**src/rtl/deadlock_detect_unit.sv**
```systemverilog
// deadlock_detect_unit: per-process deadlock monitor.
// Debounces the process blocking status, builds the transitive wait set,
// flags a wait-cycle through this process, then joins the token pass used
// to trace the cycle.
// Optional feature macro: DL_TOKEN_WATCHDOG_EN. When defined, a launched
// token that never comes back is reported on token_lost.
module deadlock_detect_unit #(
  parameter int PROC_NUM    = 4,
  parameter int MY_PROC_ID  = 0,
  parameter int DEP_NUM     = 2,
  parameter int HOLD_CYCLES = 4
`ifdef DL_TOKEN_WATCHDOG_EN
  , parameter int WATCHDOG_CYCLES = 64
`endif
) (
  input  logic                        clock,
  input  logic                        reset,
  input  logic [DEP_NUM-1:0]          proc_dep_vld_vec,
  input  logic [DEP_NUM-1:0]          in_dep_vld_vec,
  input  logic [DEP_NUM*PROC_NUM-1:0] in_dep_data_vec,
  output logic                        out_dep_vld,
  output logic [PROC_NUM-1:0]         out_dep_data,
  input  logic [DEP_NUM-1:0]          token_in_vec,
  output logic [DEP_NUM-1:0]          token_out_vec,
  input  logic                        dl_detect_in,
  input  logic                        origin,
  input  logic                        token_clear,
  output logic                        dl_detect_out
`ifdef DL_TOKEN_WATCHDOG_EN
  , output logic                      token_lost
`endif
);

  localparam int CNT_W = $clog2(HOLD_CYCLES + 1);
  localparam logic [PROC_NUM-1:0] SELF = PROC_NUM'(1) << MY_PROC_ID;

  typedef enum logic [1:0] {ST_MONITOR, ST_FROZEN, ST_HOLD} state_t;

  state_t              state_q;
  logic [CNT_W-1:0]    blk_cnt_q, blk_cnt_d;
  logic [PROC_NUM-1:0] dep_q;
  logic                vld_q, detect_q, detect_d, is_origin_q;
  logic                dl_q;
  logic [DEP_NUM-1:0]  tok_q;

  logic                blocked, stable, hit;
  logic [DEP_NUM-1:0]  live, live_low;
  logic [PROC_NUM-1:0] agg;

  assign blocked  = |proc_dep_vld_vec;
  assign stable   = (blk_cnt_q == CNT_W'(HOLD_CYCLES));
  assign live     = proc_dep_vld_vec & in_dep_vld_vec;
  // Token goes to the lowest-indexed live neighbour only.
  assign live_low = live & (~live + DEP_NUM'(1));

  // Merge the sets of live neighbours and spot ourselves inside any of them.
  always_comb begin
    agg = '0;
    hit = 1'b0;
    for (int i = 0; i < DEP_NUM; i++) begin
      if (live[i]) begin
        agg = agg | in_dep_data_vec[i*PROC_NUM +: PROC_NUM];
        hit = hit | in_dep_data_vec[i*PROC_NUM + MY_PROC_ID];
      end
    end
  end

  // Next-state of the saturating debounce counter and sticky detect flag.
  always_comb begin
    blk_cnt_d = '0;
    if (blocked) blk_cnt_d = stable ? blk_cnt_q : blk_cnt_q + CNT_W'(1);
    detect_d = detect_q | ((state_q == ST_MONITOR) & stable & hit);
  end

  // Debounce, dependency set and detect flag; set and flag freeze once frozen.
  always_ff @(posedge clock or posedge reset) begin
    if (reset) begin
      blk_cnt_q <= '0;
      dep_q     <= '0;
      vld_q     <= 1'b0;
      detect_q  <= 1'b0;
    end else begin
      blk_cnt_q <= blk_cnt_d;
      vld_q     <= stable;
      detect_q  <= detect_d;
      if (state_q == ST_MONITOR) begin
        if (!blocked)    dep_q <= '0;
        else if (stable) dep_q <= SELF | agg;
      end
    end
  end

`ifdef DL_TOKEN_WATCHDOG_EN
  localparam int WD_W = $clog2(WATCHDOG_CYCLES + 1);
  logic [WD_W-1:0] wd_cnt_q;
  logic            lost_q, wd_count, wd_expire;

  // Only an idle origin waiting in FROZEN accumulates; any token event restarts.
  assign wd_count  = (state_q == ST_FROZEN) & is_origin_q & ~token_clear
                     & ~(|token_in_vec) & ~origin;
  assign wd_expire = wd_count & (wd_cnt_q == WD_W'(WATCHDOG_CYCLES - 1));
  assign token_lost = lost_q;

  // Watchdog on a launched token that never returns.
  always_ff @(posedge clock or posedge reset) begin
    if (reset) begin
      wd_cnt_q <= '0;
      lost_q   <= 1'b0;
    end else begin
      lost_q <= wd_expire;
      if (!wd_count || wd_expire) wd_cnt_q <= '0;
      else                        wd_cnt_q <= wd_cnt_q + WD_W'(1);
    end
  end
`endif

  // Report FSM; outputs registered from the state being entered.
  always_ff @(posedge clock or posedge reset) begin
    if (reset) begin
      state_q     <= ST_MONITOR;
      is_origin_q <= 1'b0;
      dl_q        <= 1'b0;
      tok_q       <= '0;
    end else begin
      dl_q  <= 1'b0;
      tok_q <= '0;
      case (state_q)
        ST_MONITOR: begin
          if (dl_detect_in) state_q <= ST_FROZEN;
          else              dl_q    <= detect_d;
        end
        default: begin
          if (token_clear) begin
            state_q     <= ST_FROZEN;
            is_origin_q <= 1'b0;
          end else if (state_q == ST_HOLD) begin
            state_q <= ST_FROZEN;
          end else if (origin) begin
            state_q     <= ST_HOLD;
            is_origin_q <= 1'b1;
            tok_q       <= live_low;
          end else if (|token_in_vec) begin
            // Arrival back at the origin closes the cycle: no forward.
            state_q <= ST_HOLD;
            dl_q    <= 1'b1;
            tok_q   <= is_origin_q ? '0 : live_low;
          end
`ifdef DL_TOKEN_WATCHDOG_EN
          else if (wd_expire) begin
            is_origin_q <= 1'b0;
          end
`endif
        end
      endcase
    end
  end

  assign out_dep_vld   = vld_q;
  assign out_dep_data  = dep_q;
  assign dl_detect_out = dl_q;
  assign token_out_vec = tok_q;

endmodule

```
**config.mk**
```make
export PLATFORM = sky130hd
export DESIGN_NAME = deadlock_detect_unit
export DESIGN_NICKNAME = d
export VERILOG_FILES = /design/src/rtl/deadlock_detect_unit.sv
export SDC_FILE = /design/constraint.sdc
export NUM_CORES = 1
export LEC_CHECK = 0
export ABC_AREA = 1
export BUFFER_PORTS_ARGS = -buffer_cell sky130_fd_sc_hd__buf_2
export CORE_MARGIN = 8
export CORE_UTILIZATION = 42
export DETAILED_ROUTE_END_ITERATION = 16
export PLACE_DENSITY_LB_ADDON = 0.25
export SYNTH_ARGS = -nofsm -noshare
export SYNTH_HDL_FRONTEND = slang
export SYNTH_SLANG_ARGS = --single-unit
```
**constraint.sdc**
```tcl
create_clock -name clock -period 3.38 [get_ports clock]
set_clock_uncertainty 0.2 [all_clocks]
set_input_delay 0.169 -clock clock [delete_from_list [all_inputs] [get_ports clock]]
set_output_delay 0.169 -clock clock [all_outputs]
set_load 0.01 [all_outputs]
```
==> impl_metrics.tcl, run 1 <==
set metrics [dict create \
    worst_path_largest_cell_delay_ps 540 \
    synth.area.top_cells "dfrtp_1 50%, nand2_1 15%, nor2_4 6.0%" \
    drv_cap 0 \
    clock_latency_ps 290 \
    ys.flop_type "dfrtp_1" \
    routedWlPerCell_microns 11.44 \
    async_flop_share 1.000 \
    slew_headroom 0.6212 \
    antenna_found_initial 0 \
    yosysSeqAreaShare 0.5008 \
    setup-violations-final 0 \
    hold_violations 0 \
    synth_common_cells "30 x nand2_1, 15 x dfrtp_1, 9 x inv_1" \
    worstMarginPinSlew_ps 567.6 \
    postCtsSetupBuffers 0 \
    avgSynthCellArea_sq_um 8.327 \
    drive_gt1_frac 0.3130 \
    io_buffer_count 26 \
    cts_buffers 3 \
    track_usage 0.1201 \
    grt_max_degree 16 \
    vias_per_cell 4.532 \
    drt_pre_antenna_iters 3 \
    rsz0062_at_grt "no" \
    drc_errors 0 \
    yosys.area.top_type "dfrtp_1" \
    synth_edf_count 0 \
    first_global_vias 756 \
    synth_most_common_cell "nand2_1" \
    grt-ovfl-total 0 \
    start_kind "register" \
    critPathKind "reg2reg" \
    place.gp.congestion 0.7956 \
    synth_area_sq_um 749.5 \
    die_w_microns 58.24 \
    min_path_type "in2reg" \
    rows 15 \
    crit_fanout 3 \
    ir_drop_v 0.0002984 \
    cts-resized-gates 0 \
    ys_types 15 \
    synth_seq_cells 15 \
    grt_pass1_wl_microns 3118 \
    power_density_nw_per_um2 581.4 \
    fin_crit_sh 0.5554 \
    fill_cells 156 \
    synth_nets 111 \
    outcome "finished, final reports clean" \
    cts_hold_buf 11 \
    end_kind "register" \
    yosysTopAreaCellShare 0.5008 \
    fin_nets 153 \
    ys.warnings.count 0 \
    drt_iter0_markers 5 \
    critPathRequiredTime_ps 3410 \
    cts.sinks 15 \
    clock_path_buffers 2 \
    area_growth_syn_to_layout_pct 39.73 \
    syn_inst 90 \
    p_total_uw 608.9 \
    leakagePower_uw 0.0005851 \
    boundaryPins 27 \
    worstPathCellList "inv_1 > ha_1 > nand2_2 > nor2_4 > nand2_1 > nand2_2 > nand2_1 > nand2_1 > dlygate4sd3_1" \
    final_antenna_net_count 0 \
    path_clk_slew_ps 90 \
    totalWireLength_microns 1785 \
    drv_slew 0 \
    die_h_microns 58.24 \
    htree_levels 1 \
    max_freq_ghz 0.5327 \
    start_util 0.4388 \
    crit_slowest_cell "dlygate4sd3_1" \
    dieArea_sq_um 3392 \
    dp_hpwl_microns 1361 \
    clock-root-buffer "clkbuf_4" \
    critPathArrivalTime_ps 1910 \
    period_minus_slack_ps 1877 \
    vias 707 \
    antennaDiodeCount 0 \
    cts_tree "yes" \
    coreArea_sq_um 1708 \
    cpMostUsedCell "nand2_1" \
    final.setup.tns_ps 0 \
]
[flip-flops by register name, indices dropped and copies added, names as in the netlist]
register,flops
token_out_vec,2
out_dep_data,4
is_origin_q,1
blk_cnt_q,3
detect_q,1
state_q,2
out_dep_vld,1
dl_detect_out,1
[placed cells by master, fill, tap and decap left out]
cell / netlist / layout
nand2_2: 2 / 2
ha_1: 2 / 2
dfrtp_1: 15 / 15
nor2_4: 4 / 4
buf_2: 0 / 26
nor2_1: 5 / 5
inv_1: 9 / 9
dlygate4sd3_1: 0 / 11
xnor2_1: 1 / 1
nor2_2: 2 / 2
inv_2: 3 / 3
o21ai_0: 8 / 8
clkbuf_4: 0 / 3
clkbuf_1: 0 / 1
nand2_4: 1 / 1
a21oi_1: 2 / 2
nand3b_1: 1 / 1
nand3_1: 5 / 5
nand2_1: 30 / 30
[worst max-delay path, delay by kind of cell, from the launching register on]
family                   cells  cell delay (ps)
buffers and inverters        2              640
AND/OR/NAND/NOR              6              420
flip-flops                   1              400
adder cells (fa/ha/maj)      1              170
[routing by layer]
metal  GRT usage  wire, microns
met1      0.1316            791
met2      0.1927            837
met3     0.03753             99
met4     0.08392             56
met5           0              0
[cell families after synthesis]
| family | Yosys count | share of synthesized area |
|---|---|---|
| XOR/XNOR | 1 | 0.01169 |
| AO/OA/AOI/OAI | 10 | 0.06678 |
| buffers and inverters | 12 | 0.06010 |
| AND/OR/NAND/NOR | 50 | 0.3272 |
| flip-flops | 15 | 0.5008 |
| adder cells (fa/ha/maj) | 2 | 0.03338 |
[power breakdown]
| part | internal, uW | switching [uW] |
|---|---|---|
| registers | 237 | 29.8 |
| logic | 99.1 | 138 |
| clock network | 45.9 | 59.2 |
| total | 382 | 227 |
[final cells by class]
cell class | instances | area [sq um] | area share
multi-input cells | 63 | 329.1 | 0.3142
well taps | 25 | 31.28 | 0.02987
inverters | 12 | 45.04 | 0.04301
flip-flops and latches | 15 | 375.4 | 0.3584
repair buffers | 37 | 240.2 | 0.2294
clock buffers | 4 | 26.28 | 0.02509
[per-stage QoR]
stage                     cell area (sq um)  utilization  cells  setup WS [ps]  hold slack, ps
after floorplan                       749.5            -     90           2054          -129.5
after global placement                910.9       0.5333    141           1999           45.68
after global routing                   1047       0.6132    156           1402           26.71
final                                  1047       0.6132    156           1503           5.109
after CTS                              1047       0.6132    156           1516           6.066
after detailed placement              910.9       0.5333    141           1950           52.19
[final timing paths]
path                       depth (start not counted)                     endpoint  slack (ps)                startpoint
max                                                9      dl_detect_out$_DFF_PP0_        1500  blk_cnt_q[0]$_DFFE_PP0P_
min                                                5  out_dep_data[1]$_DFFE_PP0P_           5        in_dep_data_vec[5]
max reg2reg                                        9      dl_detect_out$_DFF_PP0_        1500  blk_cnt_q[0]$_DFFE_PP0P_
min reg2reg                                        2           detect_q$_DFF_PP0_         270        detect_q$_DFF_PP0_
max in group asynchronous                          3       state_q[1]$_DFFE_PP0P_        2340                     reset
min in group asynchronous                          3        out_dep_vld$_DFF_PP0_         270                     reset
No activity file was read; power rests on OpenSTA's default activity.
==> inputs of run 2 (changes only) <==
- clock period: 3.38 -> 1.7 ns (I/O delays scaled with it)
==> impl_metrics.tcl, run 2 (synthesis gave the netlist of run 1 again) <==
set metrics [dict create \
    outcome "finished, final reports clean" \
    dp_hpwl_microns 1361 \
    final.setup.tns_ps 0 \
    final_cell_mix "30 x nand2_1, 26 x buf_2, 19 x dlygate4sd3_1" \
    fin_util 0.6615 \
    layout_commonest_cell "nand2_1" \
    critPathKind "reg2reg" \
    antennaDiodeCount 0 \
    drc_errors 0 \
    setup-violations-final 0 \
    vias_per_cell 4.555 \
    ir_drop_v 0.0006143 \
    clock-root-buffer "clkbuf_4" \
    regArea_sq_um 375.4 \
    fin_nets 161 \
    crit_fanout 8 \
    boundaryPins 27 \
    first_global_vias 814 \
    met3_usage 0.04194 \
    p_sw_frac 0.3750 \
    io_buffer_count 26 \
    grt_max_degree 16 \
    period_minus_slack_ps 1589 \
    rows 15 \
    routedWlPerCell_microns 12.23 \
    rsz0062_at_grt "no" \
    p_total_uw 1228 \
    fill_cells 135 \
    dieArea_sq_um 3392 \
    antenna_found_initial 0 \
    end_kind "register" \
    totalWireLength_microns 2005 \
    grt_util_met1 0.1303 \
    cts_tree "yes" \
    seq_power_share 0.432 \
    area_growth_syn_to_layout_pct 50.75 \
    leakagePower_uw 0.0006127 \
    min_path_type "in2reg" \
    power.internal_uw 767.4 \
    place.gp.congestion 0.7956 \
    cts_buffers 3 \
    max_freq_ghz 0.6294 \
    drt_iter0_markers 10 \
    grtUsageMet2 0.2261 \
    die_w_microns 58.24 \
    start_kind "register" \
    worstMarginPinSlew_ps 572.7 \
    critPathRequiredTime_ps 1730 \
    drv_cap 0 \
    htree_levels 1 \
    die_h_microns 58.24 \
    p_clk_frac 0.173 \
    track_usage 0.1301 \
    critPathArrivalTime_ps 1620 \
    holdWs_ps 5.812 \
    fin_crit_sh 0.9347 \
    slew_headroom 0.6177 \
    setup_slack_ps 111.1 \
    power_density_nw_per_um2 1087 \
    path_clk_slew_ps 90 \
    grt-ovfl-total 0 \
    post-place-ws_ps 270.0 \
    start_util 0.4388 \
    final_antenna_net_count 0 \
    vias 747 \
    grt-busiest-layer "met2" \
    cts.sinks 15 \
    p_sw_uw 460.5 \
    combPwrFrac 0.395 \
    drt_pre_antenna_iters 4 \
    grt_pass1_wl_microns 3381 \
    largest_reg_flops 4 \
    clock_latency_ps 290 \
    drive_gt1_frac 0.3022 \
    drv_slew 0 \
    coreArea_sq_um 1708 \
    clock_path_buffers 2 \
    multi_input_area_sq_um 331.6 \
    hold_violations 0 \
]
-- run 2: layout make-up --
cell class,instances,area share
flip-flops and latches,15,0.3322
multi-input cells,63,0.2935
repair buffers,45,0.2835
inverters,12,0.03987
well taps,25,0.02769
clock buffers,4,0.02326
-- run 2: metal layers --
layer	vias up	share of wire
li1	377	-
met1	342	0.41
met2	24	0.50
met3	4	0.053
met5	-	0
met4	0	0.028
-- run 2: worst max-delay path, cell delays in order, from the launching register on --
cell	delay (ps)
dfrtp_1	410
inv_2	110
nand2_4	110
a21oi_1	150
dlygate4sd3_1	560
-- run 2: power groups by stage --
stage | Clock (uW) | Combinational [uW] | Sequential, uW
6_report | 212 | 485 | 531
5_1_grt | 224 | 545 | 544
4_1_cts | 213 | 497 | 530
3_5_place_dp | 0 | 451 | 537
3_3_place_gp | 0 | 432 | 535
2_1_floorplan | 0 | 270 | 560
-- run 2: path summary, 6_finish.rpt --
kind	slack (ps)	depth (start not counted)	end	start
max	110	4	is_origin_q$_DFFE_PP0P_	state_q[0]$_DFFE_PP0P_
min	6	5	detect_q$_DFF_PP0_	in_dep_data_vec[4]
max reg2reg	110	4	is_origin_q$_DFFE_PP0P_	state_q[0]$_DFFE_PP0P_
min reg2reg	270	2	detect_q$_DFF_PP0_	detect_q$_DFF_PP0_
max in group asynchronous	740	3	blk_cnt_q[1]$_DFFE_PP0P_	reset
min in group asynchronous	180	3	dl_detect_out$_DFF_PP0_	reset
-- run 2: what timing repair did --
item	CTS	global route
hold buffers	21	0
endpoints found under the hold margin	27	0
buffers inserted	0	0
gates resized for setup	0	1
endpoints found under the setup margin	0	3
-- run 2: stage by stage --
step	std cells	cell area (sq um)
after floorplan	90	749.5
after global placement	141	910.9
after detailed placement	141	910.9
after CTS	166	1147
after global routing	164	1130
final	164	1130
